<file path="config.mk">
export PLATFORM = sky130hd
export DESIGN_NAME = uart_flat
export DESIGN_NICKNAME = d
export VERILOG_FILES = /design/src/rtl/uart_if.sv /design/src/rtl/uart.sv /design/src/flat_wrapper.sv
export SDC_FILE = /design/constraint.sdc
export NUM_CORES = 1
export LEC_CHECK = 0
export CAP_MARGIN = 20
export CORE_ASPECT_RATIO = 2
export CORE_MARGIN = 1
export CORE_UTILIZATION = 60
export DETAILED_ROUTE_END_ITERATION = 8
export DONT_BUFFER_PORTS = 1
export PLACE_DENSITY = 0.87
export SETUP_SLACK_MARGIN = 0.4
export SLEW_MARGIN = 20
export SYNTH_ARGS = -nofsm -noshare
export SYNTH_HDL_FRONTEND = slang
export SYNTH_SLANG_ARGS = --single-unit
</file>
<file path="constraint.sdc">
create_clock -name clk -period 2.25 [get_ports clk]
set_clock_uncertainty 0.05 [all_clocks]
set_input_delay 0.45 -clock clk [delete_from_list [all_inputs] [get_ports clk]]
set_output_delay 0.45 -clock clk [all_outputs]
set_load 0.01 [all_outputs]
</file>
<file path="src/rtl/uart_if.sv">
// uart_if: host-side register bus between a Pi-style master and the UART.
interface uart_if;
    logic [1:0] wb_addr;
    logic [7:0] wb_data_in;
    logic [7:0] wb_data_out;
    logic       wb_we;
    logic       wb_clk;
    logic       wb_stb;
    logic       wb_ack;
    modport master (output wb_addr, wb_data_in, wb_we, wb_clk, wb_stb, input wb_data_out, wb_ack);
    modport slave (input wb_addr, wb_data_in, wb_we, wb_clk, wb_stb, output wb_data_out, wb_ack);
endinterface

</file>
<file path="src/rtl/uart.sv">
// uart: 8N1 UART with a 4-register bus whose wb_clk is a strobe sampled in the clk domain.
// Optional UART_LOOPBACK_EN: scratch bit0 routes TX into RX and holds tx_bit high.
module uart #(
    parameter int CLK_FREQ = 12000000,
    parameter int BAUD     = 115200,
    parameter int DIVISOR  = CLK_FREQ / BAUD
) (
    input  logic clk,
    input  logic reset,
    output logic tx_bit,
    input  logic rx_bit,
    uart_if.slave bus
);
    localparam int CW = $clog2(DIVISOR);
    localparam logic [CW-1:0] LAST = CW'(DIVISOR - 1);
    localparam logic [CW-1:0] MID  = CW'(DIVISOR / 2 - 1);

    typedef enum logic [1:0] {IDLE, START, DATA, STOP} state_t;

    logic [13:0] s1, s2;
    logic clk_s, stb_s, we_s, rx_s, clk_d, lb, tx_out, rx_src;
    logic [1:0] addr_s;
    logic [7:0] data_s, scratch, rx_data, status, rd_val;
    logic rx_valid, overrun, frame_err, tx_busy;
    logic bus_cyc, wr, rd, tx_start, stop_smp, rx_good, rx_bad;
    state_t tx_state, rx_state;
    logic [CW-1:0] tx_cnt, rx_cnt;
    logic [2:0] tx_idx, rx_idx;
    logic [7:0] tx_sh, rx_sh;
    logic rx_prev;

`ifdef UART_LOOPBACK_EN
    assign lb = scratch[0];
`else
    assign lb = 1'b0;
`endif

    assign rx_src = lb ? tx_out : rx_bit;
    assign tx_bit = tx_out | lb;
    assign {clk_s, stb_s, we_s, addr_s, data_s, rx_s} = s2;
    assign bus_cyc  = clk_s & ~clk_d & stb_s;
    assign wr       = bus_cyc & we_s;
    assign rd       = bus_cyc & ~we_s;
    assign tx_busy  = tx_state != IDLE;
    assign tx_start = wr && addr_s == 2'd0 && !tx_busy;
    assign status   = {4'b0, frame_err, overrun, rx_valid, tx_busy};
    assign rd_val   = addr_s == 2'd0 ? rx_data : addr_s == 2'd1 ? status : addr_s == 2'd2 ? scratch : 8'h55;
    assign stop_smp = rx_state == STOP && rx_cnt == LAST;
    assign rx_good  = stop_smp & rx_s;
    assign rx_bad   = stop_smp & ~rx_s;

    // rx idles high so the synchroniser resets to 1 there to avoid a false start edge
    always_ff @(posedge clk) begin
        if (reset) begin
            s1    <= 14'h1;
            s2    <= 14'h1;
            clk_d <= 1'b0;
        end else begin
            s1    <= {bus.wb_clk, bus.wb_stb, bus.wb_we, bus.wb_addr, bus.wb_data_in, rx_src};
            s2    <= s1;
            clk_d <= clk_s;
        end
    end

    always_ff @(posedge clk) begin
        if (reset) begin
            bus.wb_data_out <= 8'h00;
            bus.wb_ack      <= 1'b0;
            scratch         <= 8'h00;
            rx_data         <= 8'h00;
            rx_valid        <= 1'b0;
            overrun         <= 1'b0;
            frame_err       <= 1'b0;
        end else begin
            if (rd) bus.wb_data_out <= rd_val;
            bus.wb_ack <= bus_cyc | (bus.wb_ack & stb_s);
            if (wr && addr_s == 2'd2) scratch <= data_s;
            if (rx_good) rx_data <= rx_sh;
            rx_valid  <= rx_good | (rx_valid & ~(rd && addr_s == 2'd0));
            overrun   <= (rx_good & rx_valid) | (overrun & ~(rd && addr_s == 2'd1));
            frame_err <= rx_bad | (frame_err & ~(rd && addr_s == 2'd1));
        end
    end

    always_ff @(posedge clk) begin
        if (reset) begin
            tx_state <= IDLE;
            tx_out   <= 1'b1;
            tx_cnt   <= '0;
            tx_idx   <= '0;
            tx_sh    <= '0;
        end else if (tx_state == IDLE) begin
            tx_cnt <= '0;
            tx_idx <= '0;
            if (tx_start) begin
                tx_state <= START;
                tx_out   <= 1'b0;
                tx_sh    <= data_s;
            end
        end else if (tx_cnt != LAST) begin
            tx_cnt <= tx_cnt + 1'b1;
        end else begin
            tx_cnt <= '0;
            case (tx_state)
                START: begin
                    tx_state <= DATA;
                    tx_out   <= tx_sh[0];
                end
                DATA: begin
                    tx_idx   <= tx_idx + 1'b1;
                    tx_sh    <= tx_sh >> 1;
                    tx_out   <= tx_idx == 3'd7 ? 1'b1 : tx_sh[1];
                    tx_state <= tx_idx == 3'd7 ? STOP : DATA;
                end
                default: tx_state <= IDLE;
            endcase
        end
    end

    // START waits only half a bit, so every later sample lands mid-bit
    always_ff @(posedge clk) begin
        if (reset) begin
            rx_state <= IDLE;
            rx_cnt   <= '0;
            rx_idx   <= '0;
            rx_sh    <= '0;
            rx_prev  <= 1'b1;
        end else begin
            rx_prev <= rx_s;
            case (rx_state)
                IDLE: begin
                    rx_cnt   <= '0;
                    rx_idx   <= '0;
                    rx_state <= rx_prev & ~rx_s ? START : IDLE;
                end
                START: begin
                    rx_cnt   <= rx_cnt == MID ? '0 : rx_cnt + 1'b1;
                    rx_state <= rx_cnt != MID ? START : rx_s ? IDLE : DATA;
                end
                DATA: begin
                    rx_cnt <= rx_cnt == LAST ? '0 : rx_cnt + 1'b1;
                    if (rx_cnt == LAST) begin
                        rx_sh    <= {rx_s, rx_sh[7:1]};
                        rx_idx   <= rx_idx + 1'b1;
                        rx_state <= rx_idx == 3'd7 ? STOP : DATA;
                    end
                end
                default: begin
                    rx_cnt   <= rx_cnt + 1'b1;
                    rx_state <= rx_cnt == LAST ? IDLE : STOP;
                end
            endcase
        end
    end
endmodule

</file>
<file path="src/flat_wrapper.sv">
// flat-port wrapper written by rule: the top's interface ports become plain ports
module uart_flat 
#(
    parameter int CLK_FREQ = 12000000,
    parameter int BAUD     = 115200,
    parameter int DIVISOR  = CLK_FREQ / BAUD
)
  (clk, reset, tx_bit, rx_bit, bus_wb_addr, bus_wb_data_in, bus_wb_we, bus_wb_clk, bus_wb_stb, bus_wb_data_out, bus_wb_ack);
  uart_if bus_i ();
  input  logic clk;
  input  logic reset;
  output logic tx_bit;
  input  logic rx_bit;
  input wire logic [$bits(bus_i.wb_addr)-1:0] bus_wb_addr;
  input wire logic [$bits(bus_i.wb_data_in)-1:0] bus_wb_data_in;
  input wire logic [$bits(bus_i.wb_we)-1:0] bus_wb_we;
  input wire logic [$bits(bus_i.wb_clk)-1:0] bus_wb_clk;
  input wire logic [$bits(bus_i.wb_stb)-1:0] bus_wb_stb;
  output wire logic [$bits(bus_i.wb_data_out)-1:0] bus_wb_data_out;
  output wire logic [$bits(bus_i.wb_ack)-1:0] bus_wb_ack;
  assign bus_i.wb_addr = bus_wb_addr;
  assign bus_i.wb_data_in = bus_wb_data_in;
  assign bus_i.wb_we = bus_wb_we;
  assign bus_i.wb_clk = bus_wb_clk;
  assign bus_i.wb_stb = bus_wb_stb;
  assign bus_wb_data_out = bus_i.wb_data_out;
  assign bus_wb_ack = bus_i.wb_ack;
  uart #(.CLK_FREQ(CLK_FREQ), .BAUD(BAUD), .DIVISOR(DIVISOR)) u_core (.clk(clk), .reset(reset), .tx_bit(tx_bit), .rx_bit(rx_bit), .bus(bus_i));
endmodule
</file>
==> run summary, run 1 <==
Run status -> finished clean
Critical Path AT -> 1910 ps
Worst-path clk slew -> 70 ps
Pins Over Slew Limit -> 0
Register area share after synthesis -> 50.1%
Worst skew pair latency -> 350 ps
Number of clock sinks -> 99
Initial antenna violation count -> 0
Gr usage total -> 22.6%
Routed WL per cell -> 15.3 um
Number of synthesized flops with an enable pin -> 0
Worst Hold Path EP -> u_core.tx_sh[2]
CP Launch Type -> register
Initial detailed-routing violation count -> 149
Die Width -> 59.4 um
Die area -> 6940 sq um
Final setup TNS -> 0 ps
TritonCTS clock tree -> built
Final Cell Area -> 4330 sq um
Pwr dens -> 794 nW/um^2
Reg-to-Reg Start -> u_core.rx_cnt[0]
WS Path Type -> reg2reg
Worst Reg-to-Reg Cells -> 5
Synth Register Bits -> 99
Fin. Hold Viols -> 0
Yosys cell types -> 53
Cells after synthesis -> 397
Most frequent cells in the layout -> dfxtp_1 (99), nor2_1 (52), nor2b_1 (32), mux2i_1 (30), nand2_1 (16)
Maxcap violations -> 0
Placed Instance Area -> 3950 sq um
Pint -> 2.70 mW
Final HPWL DP -> 4.92 mm
Clock Path Buffers -> 2
Die Y -> 117 um
Drt pass-1 iters -> 4
Final worst path period need -> 1710 ps
Port bufs -> 0
Mapped Avg Cell Area -> 9.96 sq um
Hold depth -> 1
Largest net degree at the start of global routing -> 91
Main synth FF type -> dfxtp_1
Tcrit/Tclk final -> 76.2%
Core area -> 6310 sq um
Gpl congestion -> 0.791
Initial Util -> 62.6%
I/O pin count -> 26
Worst VDD drop -> 0.739 mV
Synthesis-to-layout area growth -> 9.56%
F_max -> 0.584 GHz
Worst setup EP type -> register
Hold wc startpoint -> reset
Fraction of layout cells with a size suffix above 1 -> 12.4%
Leak pwr -> 1.64 nW
Net Sw Frac -> 21.5%
Flop pwr share -> 52.3%
Layout Utilization -> 68.6%
Slew at the pin closest to its max-slew limit -> 554 ps
RR Endpoint -> u_core.rx_sh[4]
Final setup violating endpoints -> 0
First-pass GRT wire length -> 11.4 mm
Vias in the first global route -> 2480
Post-synth net total -> 422
RSZ-0062 raised after global routing -> false
H-tree depth -> 3
Cell area after synthesis -> 3950 sq um
Row count -> 41
Number of CTS-inserted buffers -> 9
Vias post-DR -> 2755
Post-route ant nets -> 0
Overflow after GRT -> 0
Fraction of registers with async set/reset -> 0%
Hold WC Path Type -> in2reg
Synth warnings -> 0
Clock Power Share -> 46.4%
Worst-path maximum fanout -> 10
Commonest non-fill, non-tap cell in the layout -> dfxtp_1
Slew Limit Headroom -> 62.9%
Vias per cell -> 5.72
R2r setup slk -> 540 ps
NetSw -> 0.739 mW
DRC violations left -> 0
CTS root buffer -> clkbuf_16
Routed WL -> 7.37 mm
Layout Nets -> 416
Combinational share of power -> 1.3%
CP required -> 2440 ps
Antenna cells -> 0
==> flip-flops by register name, summed over array words and instances, names as in the netlist, 8 cells and up <==
signal / count
u_core.s1: 14
u_core.s2: 14
u_core.bus.wb_data_out: 8
u_core.rx_data: 8
u_core.rx_sh: 8
u_core.scratch: 8
u_core.tx_sh: 8
==> routing by layer <==
layer / vias to the layer above / share of wire, % / GRT usage [%]
met5: - / 0 / 0
met4: 0 / 3.7 / 15.4
met3: 17 / 3.9 / 5.49
met2: 64 / 55 / 39.2
met1: 1320 / 38 / 23.2
li1: 1354 / - / -
==> worst max-delay path, stage by stage, from the launching register on <==
cell,delay (ps)
dfxtp_1,360
ha_1,250
and3_1,260
and3b_2,390
mux2i_1,240
nor2_1,50
==> Yosys cell counts (2+ instances only) <==
cell / n / area share (%)
a311oi_1: 9 / 2.0
buf_4: 3 / 0.57
buf_2: 3 / 0.38
o21ai_0: 9 / 1.1
nor4b_2: 2 / 0.76
nand4_1: 3 / 0.47
a211oi_1: 3 / 0.57
a2bb2oi_1: 2 / 0.44
buf_6: 2 / 0.57
clkbuf_1: 15 / 1.4
a31oi_1: 2 / 0.32
nand3_1: 11 / 1.4
nor3_1: 10 / 1.3
a221oi_1: 7 / 1.6
nor3b_1: 3 / 0.57
nor3b_4: 2 / 0.95
and3_1: 3 / 0.47
mux2i_1: 30 / 7.6
nand2_1: 16 / 1.5
mux2_2: 2 / 0.57
a21oi_1: 14 / 1.8
ha_1: 9 / 2.8
and3b_1: 2 / 0.44
clkbuf_8: 3 / 1.0
xor2_1: 6 / 1.3
dfxtp_1: 99 / 50
nor2_1: 52 / 4.9
or2_2: 4 / 0.63
xnor2_1: 3 / 0.66
inv_1: 14 / 1.3
nor2b_1: 32 / 5.1
==> worst max path at each step <==
stage	from	to	depth (start not counted)
5_1_grt	u_core.rx_cnt[0]	u_core.rx_sh[4]	5
6_report	u_core.rx_cnt[0]	u_core.rx_sh[4]	5
4_1_cts	u_core.rx_cnt[0]	u_core.rx_cnt[5]	5
3_5_place_dp	u_core.tx_state[0]	u_core.tx_sh[0]	5
2_1_floorplan	u_core.tx_state[0]	u_core.tx_cnt[3]	7
3_3_place_gp	u_core.rx_cnt[0]	u_core.rx_sh[5]	5
==> power groups by stage <==
stage               logic [mW]  registers, mW  clock network (mW)
CTS                     0.0452           1.80                1.61
global placement        0.0431           1.83                   0
floorplan               0.0616           1.83                   0
global route            0.0497           1.80                1.69
finish                  0.0455           1.80                1.59
detailed placement      0.0444           1.84                   0
==> stage by stage <==
step / total power, mW / hold WS (ps) / instances / worst slack [ps]
6_report: 3.44 / 120 / 482 / 536
5_1_grt: 3.53 / 110 / 482 / 412
4_1_cts: 3.45 / 115 / 479 / 485
3_5_place_dp: 1.88 / 348 / 463 / 360
3_3_place_gp: 1.88 / 343 / 463 / 448
2_1_floorplan: 1.89 / 339 / 397 / 641
==> what timing repair did <==
action	in CTS	in global routing
endpoints found under the setup margin	15	10
pin swaps	0	1
gates resized for setup	2	5
hold buffers	0	0
setup buffers	0	2
cloned	0	1
==> cells by family after synthesis <==
| logic type | Yosys count | share of synthesized area [%] |
|---|---|---|
| compound gates | 55 | 9.81 |
| mux | 32 | 8.17 |
| fa+ha+maj | 9 | 2.85 |
| buf+inv | 40 | 5.32 |
| simple gates | 153 | 21.7 |
| xor+xnor | 9 | 1.99 |
| flops | 99 | 50.1 |
==> area by class of cell <==
cell class	count	area (sq um)
flip-flops and latches	99	1980
fillers	476	1980
inverters	14	52.6
clock inverters	7	95.1
well taps	86	108
repair buffers	8	60.1
clock buffers	9	225
multi-input cells	259	1810
Note: power is estimated with default switching activity, not from simulation.
==> inputs of run 2 (changes only) <==
==> constraint.sdc (replaced) <==
create_clock -name clk -period 1.75 [get_ports clk]
set_clock_uncertainty 0.05 [all_clocks]
set_input_delay 0.35 -clock clk [delete_from_list [all_inputs] [get_ports clk]]
set_output_delay 0.35 -clock clk [all_outputs]
set_load 0.01 [all_outputs]
==> run 2 against run 1 <==
  * Core utilization up 9.9 points
  * Critical path depth is the same
  * Worst setup slack worse by 330 ps
  * Critical endpoint is now u_core.rx_data[2]
  * Largest power group unchanged
==> run summary, run 2 (synthesized netlist as in run 1, its figures left out) <==
Run status -> finished clean
Final setup violating endpoints -> 0
Drt pass-1 iters -> 4
Row count -> 41
Overflow after GRT -> 0
Worst-path clk slew -> 70 ps
Hold WC Path Type -> in2reg
Gr usage total -> 25.4%
Leak pwr -> 1.86 nW
RSZ-0062 raised after global routing -> true
Final Cell Area -> 4950 sq um
Vias in the first global route -> 2894
H-tree depth -> 3
Clock Path Buffers -> 2
Port bufs -> 0
WS Path Type -> reg2reg
CP required -> 1950 ps
Fin Hold WS -> 20.3 ps
Most frequent cells in the layout -> dfxtp_1 (76), nor2_1 (49), nor2b_1 (31), mux2i_1 (28), buf_4 (27)
Commonest non-fill, non-tap cell in the layout -> dfxtp_1
F_max -> 0.650 GHz
Worst setup EP type -> register
CTS root buffer -> clkbuf_16
Die Width -> 59.4 um
Final non-filler cell total -> 515
Top flop regs -> u_core.s1 x14, u_core.s2 x14
Gpl congestion -> 0.785
Final setup TNS -> 0 ps
Worst VDD drop -> 1.12 mV
Slowest-stage cell, CP -> dfxtp_4
Fin. Hold Viols -> 0
TritonCTS clock tree -> built
Layout Nets -> 449
Die Y -> 117 um
Vias post-DR -> 2980
Initial antenna violation count -> 0
Maxcap violations -> 0
Final HPWL DP -> 4.79 mm
Synthesis-to-layout area growth -> 25.3%
R2r setup slk -> 210 ps
CP Launch Type -> register
I/O pin count -> 26
Number of clock sinks -> 99
Pwr dens -> 871 nW/um^2
Worst skew pair latency -> 350 ps
Slew at the pin closest to its max-slew limit -> 382 ps
Pins Over Slew Limit -> 0
Bufs and invs on worst path -> 1
Cells after DPL -> 466
Vias per cell -> 5.79
Routed WL per cell -> 17.1 um
First-pass GRT wire length -> 12.9 mm
Antenna cells -> 0
Tcrit/Tclk final -> 87.9%
Final worst path period need -> 1540 ps
Number of CTS-inserted buffers -> 9
Slew Limit Headroom -> 74.5%
Worst-path maximum fanout -> 5
Routed WL -> 8.80 mm
Post-route ant nets -> 0
Core area -> 6310 sq um
Initial Util -> 62.6%
Initial detailed-routing violation count -> 201
Die area -> 6940 sq um
Largest net degree at the start of global routing -> 91
Kind of cell adding the most delay to the critical path -> simple AND/OR/NAND/NOR gates
Fraction of layout cells with a size suffix above 1 -> 32.9%
Critical Path AT -> 1740 ps
Cell Chain, Critical Path -> and4bb_4 > nand4_1 > buf_6 > mux2i_2 > nor2_1
DRC violations left -> 0
Critical Path Max Stage Delay -> 360 ps
Placed Instance Area -> 4070 sq um
-- run 2: layout make-up --
type	count	area (sq um)
fill	376	1360
clock inverter	6	55.1
sequential	99	2030
tap	86	108
timing repair buffer	41	369
inverter	14	55.1
clock buffer	10	239
multi-input combinational	259	2100
-- run 2: where the power goes --
part	total (mW)	internal, mW	switching [mW]	leakage (nW)
Combinational	0.0742	0.0440	0.0302	0.897
Clock	1.93	1.03	0.899	0.145
Sequential	2.30	2.28	0.0268	0.817
-- run 2: what timing repair did --
action | 4_1_cts | 5_1_grt
gates cloned | 2 | 1
buffers inserted | 22 | 8
pin swaps | 21 | 14
hold buffers | 0 | 0
endpoints found under the setup margin | 50 | 63
resized for setup | 50 | 38
-- run 2: stage by stage --
| step | util (%) | setup WS [ps] | power [mW] |
|---|---|---|---|
| finish | 78.5 | 211 | 4.31 |
| global route | 78.5 | 161 | 4.43 |
| CTS | 75.1 | 252 | 4.31 |
| detailed placement | 64.4 | 118 | 2.42 |
| global placement | 64.4 | 224 | 2.41 |
| floorplan | - | 321 | 2.43 |
-- run 2: worst reg2reg max path, delay by kind of cell (launching register included) --
kind / cells / cell delay, ps
and+or+nand+nor: 3 / 610
DFF: 1 / 360
buffers and inverters: 1 / 220
muxes: 1 / 190
-- run 2: routing by layer --
metal | up-vias | global-route usage [%] | share of wire (%)
met4 | 0 | 18.1 | 4.7
met3 | 30 | 6.15 | 2.8
met1 | 1440 | 24.8 | 37
met5 | - | 0 | 0
met2 | 79 | 44.9 | 56
li1 | 1431 | - | -
-- run 2: final timing paths --
path	startpoint	endpoint	cells past startpoint
min	reset	u_core.s1[1]	1
min reg2reg	u_core.s1[10]	u_core.s2[10]	1
max reg2reg	u_core.rx_cnt[3]	u_core.rx_data[2]	5
max	u_core.rx_cnt[3]	u_core.rx_data[2]	5
